### config.mk
export PLATFORM = sky130hd
export DESIGN_NAME = i2c_slave
export DESIGN_NICKNAME = d
export VERILOG_FILES = /design/src/rtl/i2c_slave_pkg.sv /design/src/rtl/i2c_in_filter.sv /design/src/rtl/i2c_slave.sv
export SDC_FILE = /design/constraint.sdc
export NUM_CORES = 1
export LEC_CHECK = 0
export ABC_AREA = 1
export CELL_PAD_IN_SITES_DETAIL_PLACEMENT = 1
export CELL_PAD_IN_SITES_GLOBAL_PLACEMENT = 1
export CORE_ASPECT_RATIO = 1.5
export CORE_MARGIN = 2
export CORE_UTILIZATION = 38
export CTS_CLUSTER_SIZE = 14
export DETAILED_ROUTE_END_ITERATION = 7
export HOLD_SLACK_MARGIN = 0.05
export PLACE_DENSITY = 0.82
export SLEW_MARGIN = 30
export SYNTH_ARGS = -nofsm -noshare
export SYNTH_HDL_FRONTEND = slang
export SYNTH_SLANG_ARGS = --single-unit
### constraint.sdc
create_clock -name clk -period 1.7 [get_ports clk]
set_input_delay 0.34 -clock clk [delete_from_list [all_inputs] [get_ports clk]]
set_output_delay 0.34 -clock clk [all_outputs]
set_load 0.01 [all_outputs]
### src/rtl/i2c_slave_pkg.sv
// Shared types for the I2C target: FSM states and ACK bit levels.
package i2c_slave_pkg;

  typedef enum logic [3:0] {
    ST_IDLE,
    ST_ADDR,
    ST_ADDR_ACK,
    ST_PTR,
    ST_PTR_ACK,
    ST_WDATA,
    ST_WDATA_ACK,
    ST_RDATA,
    ST_RDATA_ACK,
    ST_IGNORE
  } i2c_state_e;

  localparam logic I2C_ACK  = 1'b0;
  localparam logic I2C_NACK = 1'b1;

endpackage

### src/rtl/i2c_in_filter.sv
// Pad conditioning for one I2C line: 2-FF synchronizer, run-length glitch
// filter and single-cycle edge pulses on the filtered level.
module i2c_in_filter #(
  parameter int FILTER_LEN = 4
) (
  input  logic clk,
  input  logic reset,
  input  logic din,
  output logic lvl,
  output logic rise,
  output logic fall
);

  localparam int CW = $clog2(FILTER_LEN + 1);

  logic [1:0]    sync;
  logic [CW-1:0] cnt;

  // Presets model an idle (pulled-up) bus so reset never fakes an edge.
  always_ff @(posedge clk or negedge reset) begin
    if (!reset) begin
      sync <= 2'b11;
      lvl  <= 1'b1;
      cnt  <= '0;
      rise <= 1'b0;
      fall <= 1'b0;
    end else begin
      sync <= {sync[0], din};
      rise <= 1'b0;
      fall <= 1'b0;
      if (sync[1] == lvl) begin
        cnt <= '0;
      end else if (cnt == CW'(FILTER_LEN - 1)) begin
        lvl  <= sync[1];
        cnt  <= '0;
        rise <= sync[1];
        fall <= ~sync[1];
      end else begin
        cnt <= cnt + 1'b1;
      end
    end
  end

endmodule

### src/rtl/i2c_slave.sv
// I2C target exposing an 8-bit pointer-addressed register window.
// No clock stretching; SDA is driven open-drain through sda_oe.
module i2c_slave
  import i2c_slave_pkg::*;
#(
  parameter logic [6:0] DEV_ADDR   = 7'h42,
  parameter int         FILTER_LEN = 4
) (
  input  logic       clk,
  input  logic       reset,
  input  logic       scl_i,
  input  logic       sda_i,
  output logic       sda_oe,
  output logic [7:0] reg_addr,
  output logic [7:0] reg_wdata,
  output logic       reg_we,
  input  logic [7:0] reg_rdata,
  output logic       busy
);

  logic scl_lvl, scl_rise, scl_fall;
  logic sda_lvl, sda_rise, sda_fall;

  i2c_in_filter #(.FILTER_LEN(FILTER_LEN)) u_scl_filt (
    .clk(clk), .reset(reset), .din(scl_i),
    .lvl(scl_lvl), .rise(scl_rise), .fall(scl_fall)
  );

  i2c_in_filter #(.FILTER_LEN(FILTER_LEN)) u_sda_filt (
    .clk(clk), .reset(reset), .din(sda_i),
    .lvl(sda_lvl), .rise(sda_rise), .fall(sda_fall)
  );

  logic start_det, stop_det;
  assign start_det = sda_fall & scl_lvl;
  assign stop_det  = sda_rise & scl_lvl;

  i2c_state_e state;
  logic [3:0] bit_cnt;
  logic [7:0] shreg;
  logic       rw;
  logic       inc_pend;
  logic [7:0] byte_in;

  assign byte_in = {shreg[6:0], sda_lvl};

  always_ff @(posedge clk or negedge reset) begin
    if (!reset) begin
      state     <= ST_IDLE;
      bit_cnt   <= '0;
      shreg     <= '0;
      rw        <= 1'b0;
      inc_pend  <= 1'b0;
      sda_oe    <= 1'b0;
      busy      <= 1'b0;
      reg_addr  <= '0;
      reg_wdata <= '0;
      reg_we    <= 1'b0;
    end else begin
      reg_we <= 1'b0;
      // Post-write increment lands the cycle after the strobe, independent of bus events.
      if (inc_pend) begin
        reg_addr <= reg_addr + 8'd1;
        inc_pend <= 1'b0;
      end

      if (start_det) begin
        state   <= ST_ADDR;
        bit_cnt <= '0;
        sda_oe  <= 1'b0;
        busy    <= 1'b0;
      end else if (stop_det) begin
        state  <= ST_IDLE;
        sda_oe <= 1'b0;
        busy   <= 1'b0;
      end else begin
        case (state)
          ST_ADDR: begin
            if (scl_rise) begin
              shreg   <= byte_in;
              bit_cnt <= bit_cnt + 4'd1;
              if (bit_cnt == 4'd7) begin
                if (byte_in[7:1] == DEV_ADDR) rw <= byte_in[0];
                else                          state <= ST_IGNORE;
              end
            end else if (scl_fall && bit_cnt == 4'd8) begin
              sda_oe <= 1'b1;
              state  <= ST_ADDR_ACK;
            end
          end

          ST_ADDR_ACK: begin
            if (scl_fall) begin
              busy    <= 1'b1;
              bit_cnt <= '0;
              if (rw) begin
                shreg    <= reg_rdata;
                reg_addr <= reg_addr + 8'd1;
                sda_oe   <= ~reg_rdata[7];
                state    <= ST_RDATA;
              end else begin
                sda_oe <= 1'b0;
                state  <= ST_PTR;
              end
            end
          end

          ST_PTR, ST_WDATA: begin
            if (scl_rise) begin
              shreg   <= byte_in;
              bit_cnt <= bit_cnt + 4'd1;
              if (bit_cnt == 4'd7) begin
                if (state == ST_PTR) begin
                  reg_addr <= byte_in;
                end else begin
                  reg_wdata <= byte_in;
                  reg_we    <= 1'b1;
                  inc_pend  <= 1'b1;
                end
              end
            end else if (scl_fall && bit_cnt == 4'd8) begin
              sda_oe <= 1'b1;
              state  <= (state == ST_PTR) ? ST_PTR_ACK : ST_WDATA_ACK;
            end
          end

          ST_PTR_ACK, ST_WDATA_ACK: begin
            if (scl_fall) begin
              sda_oe  <= 1'b0;
              bit_cnt <= '0;
              state   <= ST_WDATA;
            end
          end

          // bit_cnt counts bits already driven after bit7; the 8th fall hands SDA back.
          ST_RDATA: begin
            if (scl_fall) begin
              if (bit_cnt == 4'd7) begin
                sda_oe <= 1'b0;
                state  <= ST_RDATA_ACK;
              end else begin
                shreg   <= {shreg[6:0], 1'b0};
                sda_oe  <= ~shreg[6];
                bit_cnt <= bit_cnt + 4'd1;
              end
            end
          end

          ST_RDATA_ACK: begin
            if (scl_rise && sda_lvl == I2C_NACK) begin
              state <= ST_IGNORE;
            end else if (scl_fall) begin
              shreg    <= reg_rdata;
              reg_addr <= reg_addr + 8'd1;
              sda_oe   <= ~reg_rdata[7];
              bit_cnt  <= '0;
              state    <= ST_RDATA;
            end
          end

          ST_IDLE, ST_IGNORE: sda_oe <= 1'b0;

          default: begin
            state  <= ST_IDLE;
            sda_oe <= 1'b0;
          end
        endcase
      end
    end
  end

endmodule

=== Word level (Yosys, flattened, before mapping) ===
Cells that the tools add are included.

* Register bits: 51
* Latch bits: 0
* Bits in writable memories: 0
* Bits in read-only memories: 0
* Input bits: 12
* Memories: 0

* Add/sub/neg operators: 4
* $mul: 0
* Div/mod/pow operators: 0
* $lt $le $gt $ge: 0
* Eq/ne operators: 43
* Shift operators: 0
* Mux-type cells: 78
* Bitwise operators: 11
* Reduce and logical (&&, ||, !) cells: 21

{| class="wikitable"
|+ Operators by type and width
! operator !! count
|-
| $mux 4 || 21
|-
| $mux 8 || 10
|-
| $mux 7 || 7
|-
| $mux 1 || 29
|-
| $pmux 4 s7 || 1
|-
| $pmux 7 s4 || 1
|-
| $pmux 8 s3 || 1
|-
| $eq 4x3->1 const B || 5
|-
| $ne 4x4->1 const B || 5
|-
| $reduce_and 6->1 || 3
|-
| $ne 4x3->1 const B || 4
|-
| $pmux 4 s4 || 1
|-
| $mux 3 || 5
|-
| $eq 4x4->1 const B || 3
|-
| $reduce_and 11->1 || 1
|-
| $ne 5x4->1 const B || 2
|-
| $ne 5x5->1 const B || 2
|-
| $reduce_and 10->1 || 1
|-
| $ne 3x3->1 const B || 3
|-
| $not 1->1 || 9
|-
| $add 8x1->8 const B || 1
|-
| $eq 4x2->1 const B || 2
|-
| $ne 2x1->1 const B || 4
|-
| $ne 2x2->1 const B || 4
|-
| other kinds (21) || 32
|}

=== Depth between registers and ports, before layout ===
Gate-level depths: netlist of the first run.

* Depth after elaboration: 8
* Depth in mapped cells: 13
* Mapped depth without buffers: 13

=== Hierarchy ===
From an unflattened synthesis of the first run, not the netlist that was laid out.

* Cell total of the unflattened synthesis: 415
* Area, all modules: 3,120.5 um^2

{| class="wikitable"
|+ By module, submodules not included
! module !! times used !! cells an instance !! area an instance (um^2) !! sequential area each (um^2)
|-
| i2c_slave || 1 || 357 || 2,527.4 || 875.8
|-
| i2c_in_filter || 2 || 29 || 296.5 || 203.9
|}

=== Worst setup path after synthesis of the first run ===
No wires, ideal clock.

* Path type: register to register
* Start point: register bit_cnt[0]
* End point: register shreg[0]
* Arrival time: 1.527 ns
* Setup slack: 0.056 ns
* Cell stages (with the launch flop): 10
* Buffers on the path: 0
* Period minus slack after synthesis: 1.644 ns
* Cells stage by stage: dfrtp_1 -> ha_1 -> nand2_1 -> nor2_1 -> inv_1 -> o21ai_1 -> nor3_4 -> nand2_4 -> nand2_1 -> nand2_1

* Word-level cells in the longest chain between the ends: 3

{| class="wikitable"
|+ Ends and longest elaborated chain
! item !! line !! source
|-
| start, declared || i2c_slave.sv:39 || <nowiki>logic [3:0] bit_cnt;</nowiki>
|-
| start signal, assigned || i2c_slave.sv:81 || <nowiki>bit_cnt <= bit_cnt + 4'd1;</nowiki>
|-
| start signal, assigned || i2c_slave.sv:111 || <nowiki>bit_cnt <= bit_cnt + 4'd1;</nowiki>
|-
| start signal, assigned || i2c_slave.sv:144 || <nowiki>bit_cnt <= bit_cnt + 4'd1;</nowiki>
|-
| $eq 4x3->1 || i2c_slave.sv:138 || <nowiki>if (bit_cnt == 4'd7) begin</nowiki>
|-
| $ne 2x2->1 (no source line) || -- ||
|-
| $reduce_and 10->1 (no source line) || -- ||
|-
| end signal, assigned || i2c_slave.sv:110 || <nowiki>shreg <= byte_in;</nowiki>
|-
| end signal, assigned || i2c_slave.sv:142 || <nowiki>shreg <= {shreg[6:0], 1'b0};</nowiki>
|-
| end signal, assigned || i2c_slave.sv:153 || <nowiki>shreg <= reg_rdata;</nowiki>
|-
| end, declared || i2c_slave.sv:40 || <nowiki>logic [7:0] shreg;</nowiki>
|}

Every way passes these cells.
A chain may end at the register's enable or synchronous reset.

=== Final worst setup path of the first run ===
* Start point: register state[3]
* End point: register reg_addr[5]

* Word-level cells in the longest chain between the ends: 7

{| class="wikitable"
|+ Ends and longest elaborated chain
! item !! line !! source
|-
| start, declared || i2c_slave.sv:38 || <nowiki>i2c_state_e state;</nowiki>
|-
| start signal, assigned || i2c_slave.sv:123 || <nowiki>state <= (state == ST_PTR) ? ST_PTR_ACK : ST_WDATA_ACK;</nowiki>
|-
| $eq 4x2->1 || i2c_slave.sv:77, i2c_slave.sv:113 ||
|-
| $mux 8 || i2c_slave.sv:113 || <nowiki>if (state == ST_PTR) begin</nowiki>
|-
| $mux 8 || i2c_slave.sv:112 || <nowiki>if (bit_cnt == 4'd7) begin</nowiki>
|-
| $mux 8 || i2c_slave.sv:109 || <nowiki>if (scl_rise) begin</nowiki>
|-
| $pmux 8 s3 (*) || i2c_slave.sv:77 || <nowiki>case (state)</nowiki>
|-
| $mux 8 (*) || i2c_slave.sv:72 || <nowiki>end else if (stop_det) begin</nowiki>
|-
| $mux 8 (*) || i2c_slave.sv:67 || <nowiki>if (start_det) begin</nowiki>
|-
| end signal, assigned || i2c_slave.sv:63 || <nowiki>reg_addr <= reg_addr + 8'd1;</nowiki>
|-
| end signal, assigned || i2c_slave.sv:98 || <nowiki>reg_addr <= reg_addr + 8'd1;</nowiki>
|-
| end signal, assigned || i2c_slave.sv:114 || <nowiki>reg_addr <= byte_in;</nowiki>
|-
| end, declared || i2c_slave.sv:14 || <nowiki>output logic [7:0] reg_addr,</nowiki>
|}

Every way passes the cells marked *; elsewhere a longest branch is shown, timed or not.

==> results of run 1 <==
area by class of cell:
type,instances,area [µm²],area share
Timing Repair Buffer,88,793,0.173
Sequential cell,51,1290,0.281
Inverter,52,203,0.0441
Timing Repair inverter,1,6.26,0.00136
Tap cell,107,134,0.0291
Multi-Input combinational cell,338,2000,0.435
Clock inverter,3,46.3,0.0101
Clock buffer,5,125,0.0272
cell usage after synthesis (all sizes together):
library cell,n
nor3,13
nand4,3
o21bai,1
dfrtp,45
o31ai,1
a21oi,12
nor2,55
ha,5
dfstp,6
clkbuf,1
a31o,1
nand2,139
o21a,1
buf,6
o21ai,39
and2,1
inv,52
or2,2
mux2i,1
xnor2,2
xor2,3
o211ai,5
a21o,1
nand3,51
flip-flops by register name, summed over array words and instances, names as in the netlist:
register and flops:
u_sda_filt.lvl 1, u_sda_filt.rise 1, u_scl_filt.lvl 1, u_scl_filt.fall 1, rw 1, reg_addr 8, u_sda_filt.cnt 3, u_sda_filt.fall 1
sda_oe 1, busy 1, bit_cnt 4, u_scl_filt.cnt 3, u_scl_filt.rise 1, u_sda_filt.sync 2, inc_pend 1, u_scl_filt.sync 2
state 4, shreg 7, reg_wdata 8
power by group through the flow:
stage	combinational (mW)	clock (mW)	sequential [mW]
after floorplan	0.241	0	1.43
after global placement	0.405	0	1.44
after detailed placement	0.431	0	1.45
after CTS	0.448	1.20	1.43
after global routing	0.542	1.26	1.44
final	0.487	1.20	1.43
path summary, 6_finish.rpt:
kind | startpoint | to | slack (ns) | depth (start not counted)
min | u_scl_filt.sync[0] | u_scl_filt.sync[1] | 0.36 | 0
min in group asynchronous | reset | reg_wdata[3] | 0.55 | 3
min reg2reg | u_scl_filt.sync[0] | u_scl_filt.sync[1] | 0.36 | 0
max reg2reg | state[3] | reg_addr[5] | -0.16 | 11
max | state[3] | reg_addr[5] | -0.16 | 11
max in group asynchronous | reset | u_scl_filt.lvl | 0.86 | 3
stage by stage:
stage	area (µm²)	power, mW	hold slack (ns)
finish	4600	3.12	0.360
global route	4600	3.24	0.365
detailed placement	3870	1.88	0.348
global placement	3870	1.84	0.348
CTS	4280	3.08	0.362
floorplan	3230	1.67	0.0444
per-layer routing:
| layer | GRT usage | vias up | wire length [µm] |
|---|---|---|---|
| li1 | - | 1620 | - |
| met1 | 0.265 | 1806 | 4550 |
| met2 | 0.497 | 113 | 7110 |
| met3 | 0.0345 | 67 | 449 |
| met4 | 0.138 | 0 | 811 |
| met5 | 0 | - | 0 |
critical path, cell delays in order, from the launching register on:
cell	delay, ns
dfrtp_2	0.46
buf_6	0.14
nor2_4	0.20
nand2_4	0.11
nand2_8	0.11
nor2_4	0.05
nor2_4	0.19
nand2_1	0.10
a21oi_1	0.17
nand2_1	0.08
nand2_1	0.07
nand2_1	0.06
cells by family (layout without fill, tap and decap cells):
group | Yosys count | after routing | synth area share
flip-flops | 51 | 51 | 0.398
AO/OA/AOI/OAI | 61 | 61 | 0.106
multiplexers | 1 | 1 | 0.00310
XOR/XNOR | 5 | 5 | 0.0136
AND/OR/NAND/NOR | 264 | 266 | 0.381
buffers and inverters | 59 | 149 | 0.0787
adder cells (fa/ha/maj) | 5 | 5 | 0.0194
repair_timing:
action,CTS,global route
pin swaps,13,19
setup endpoints to repair,27,36
resized for setup,38,70
hold buffers,1,0
gates cloned,2,1
buffers inserted,11,12
hold endpoints to repair,45,0
==> results.toml, run 1 <==
[worst_setup_path]
endpoint_kind = "flop"
crit_fanout = 7
path_class = "flop to flop"
cp.required_ns = 1.89
start_kind = "flop"
crit_arrival_ns = 2.05

[timing]
worst_slack_ns = -0.161
setup_viol = 33
finalMaxSlewViolations = 0
maxSlewHeadroom = 0.719
post-route-min-period_ns = 1.86
tns_ns = -2.61
period_share = 1.09
rsz0062_at_grt = "true"
fmax_mhz = 537
tightestPinTransition_ns = 0.418
fin_skew_ns = 0.00684
hold_viol_final = 0

[synthesis]
yosys.area.top_type = "dfrtp_1"
syn_inst = 446
syn_area_mm2 = 0.00323
yosysWarnings = 0
syn_nets = 463
synth_cell_types = 37
synthTopCellsByArea = "dfrtp_1, nand2_1, nand3_1"
ys_seq_area_frac = 0.398
synth_seq_cells = 51
synth_top_area_frac = 0.349
synth.avg_cell_area_um2 = 7.24

[power_and_ir_drop]
vdd_drop_max_v = 0.000642
switching_share = 0.288
comb_power_share = 0.156
leakage_nw = 2.36
clkPwrFrac = 0.386
p_int_mw = 2.22
p_switching_mw = 0.900
pwr-share-seq = 0.458
power_density_mw_per_mm2 = 679

[drt]
ant_nets = 0
vias_per_cell = 5.59
vias = 3606
drc_errors = 0
routed_wl_um = 12900
wl_per_cell_um = 20.0
drt_iter0_markers = 234
dr.pass1.iters = 4

[run]
max_cap_viol_count = 0

[floorplanning]
die_x_um = 79.3
coreArea_mm2 = 0.00831
die_area_mm2 = 0.00926
die_h_um = 117
io_pins = 31
row_count = 41
initial_core_util = 0.388

[clocking]
cts.path.max_buffers = 2
cts_root_buffer = "clkbuf_16"
cts_tree = "done"
cts.sinks = 51
path_clk_slew_ns = 0.07
htree_num_levels = 2
cts_buffers = 5
clkLatencyLatePin_ns = 0.30

[global_route]
grt_pass1_vias = 3774
antenna_found_initial = 0
grt_max_degree = 52
grt_overflow = 0
grt.total_usage = 0.257
grt_pass1_wl_um = 18400

[layout]
final_common_cell = "nand2_1"
utilization = 0.553
area_delta_synth_final_pct = 42.4
final_cell_mix = "nand2_1, buf_4, nand3_1, inv_1, dfrtp_1"
num_antenna_cells = 0
nets = 554
final_cells = 645
nFillCells = 1043
drive_above_1_share = 0.325

[status]
outcome = "finished, violations left"
failed_checks = "negative setup slack"

[placed_design]
dpl.cell_count = 610
io_buffers = 30
place_ws_ns = -0.193
place.gp.congestion = 0.896
dp_hpwl_um = 7990

[hold_path]
hold_class = "flop to flop"
Note: power is estimated with default switching activity, not from simulation.
==> inputs of run 2 (changes only) <==
Settings changed: CTS_CLUSTER_DIAMETER from default to 40.
==> results of run 2 <==
Same layout as run 1: the final DEF is identical, and so are final timing and power.
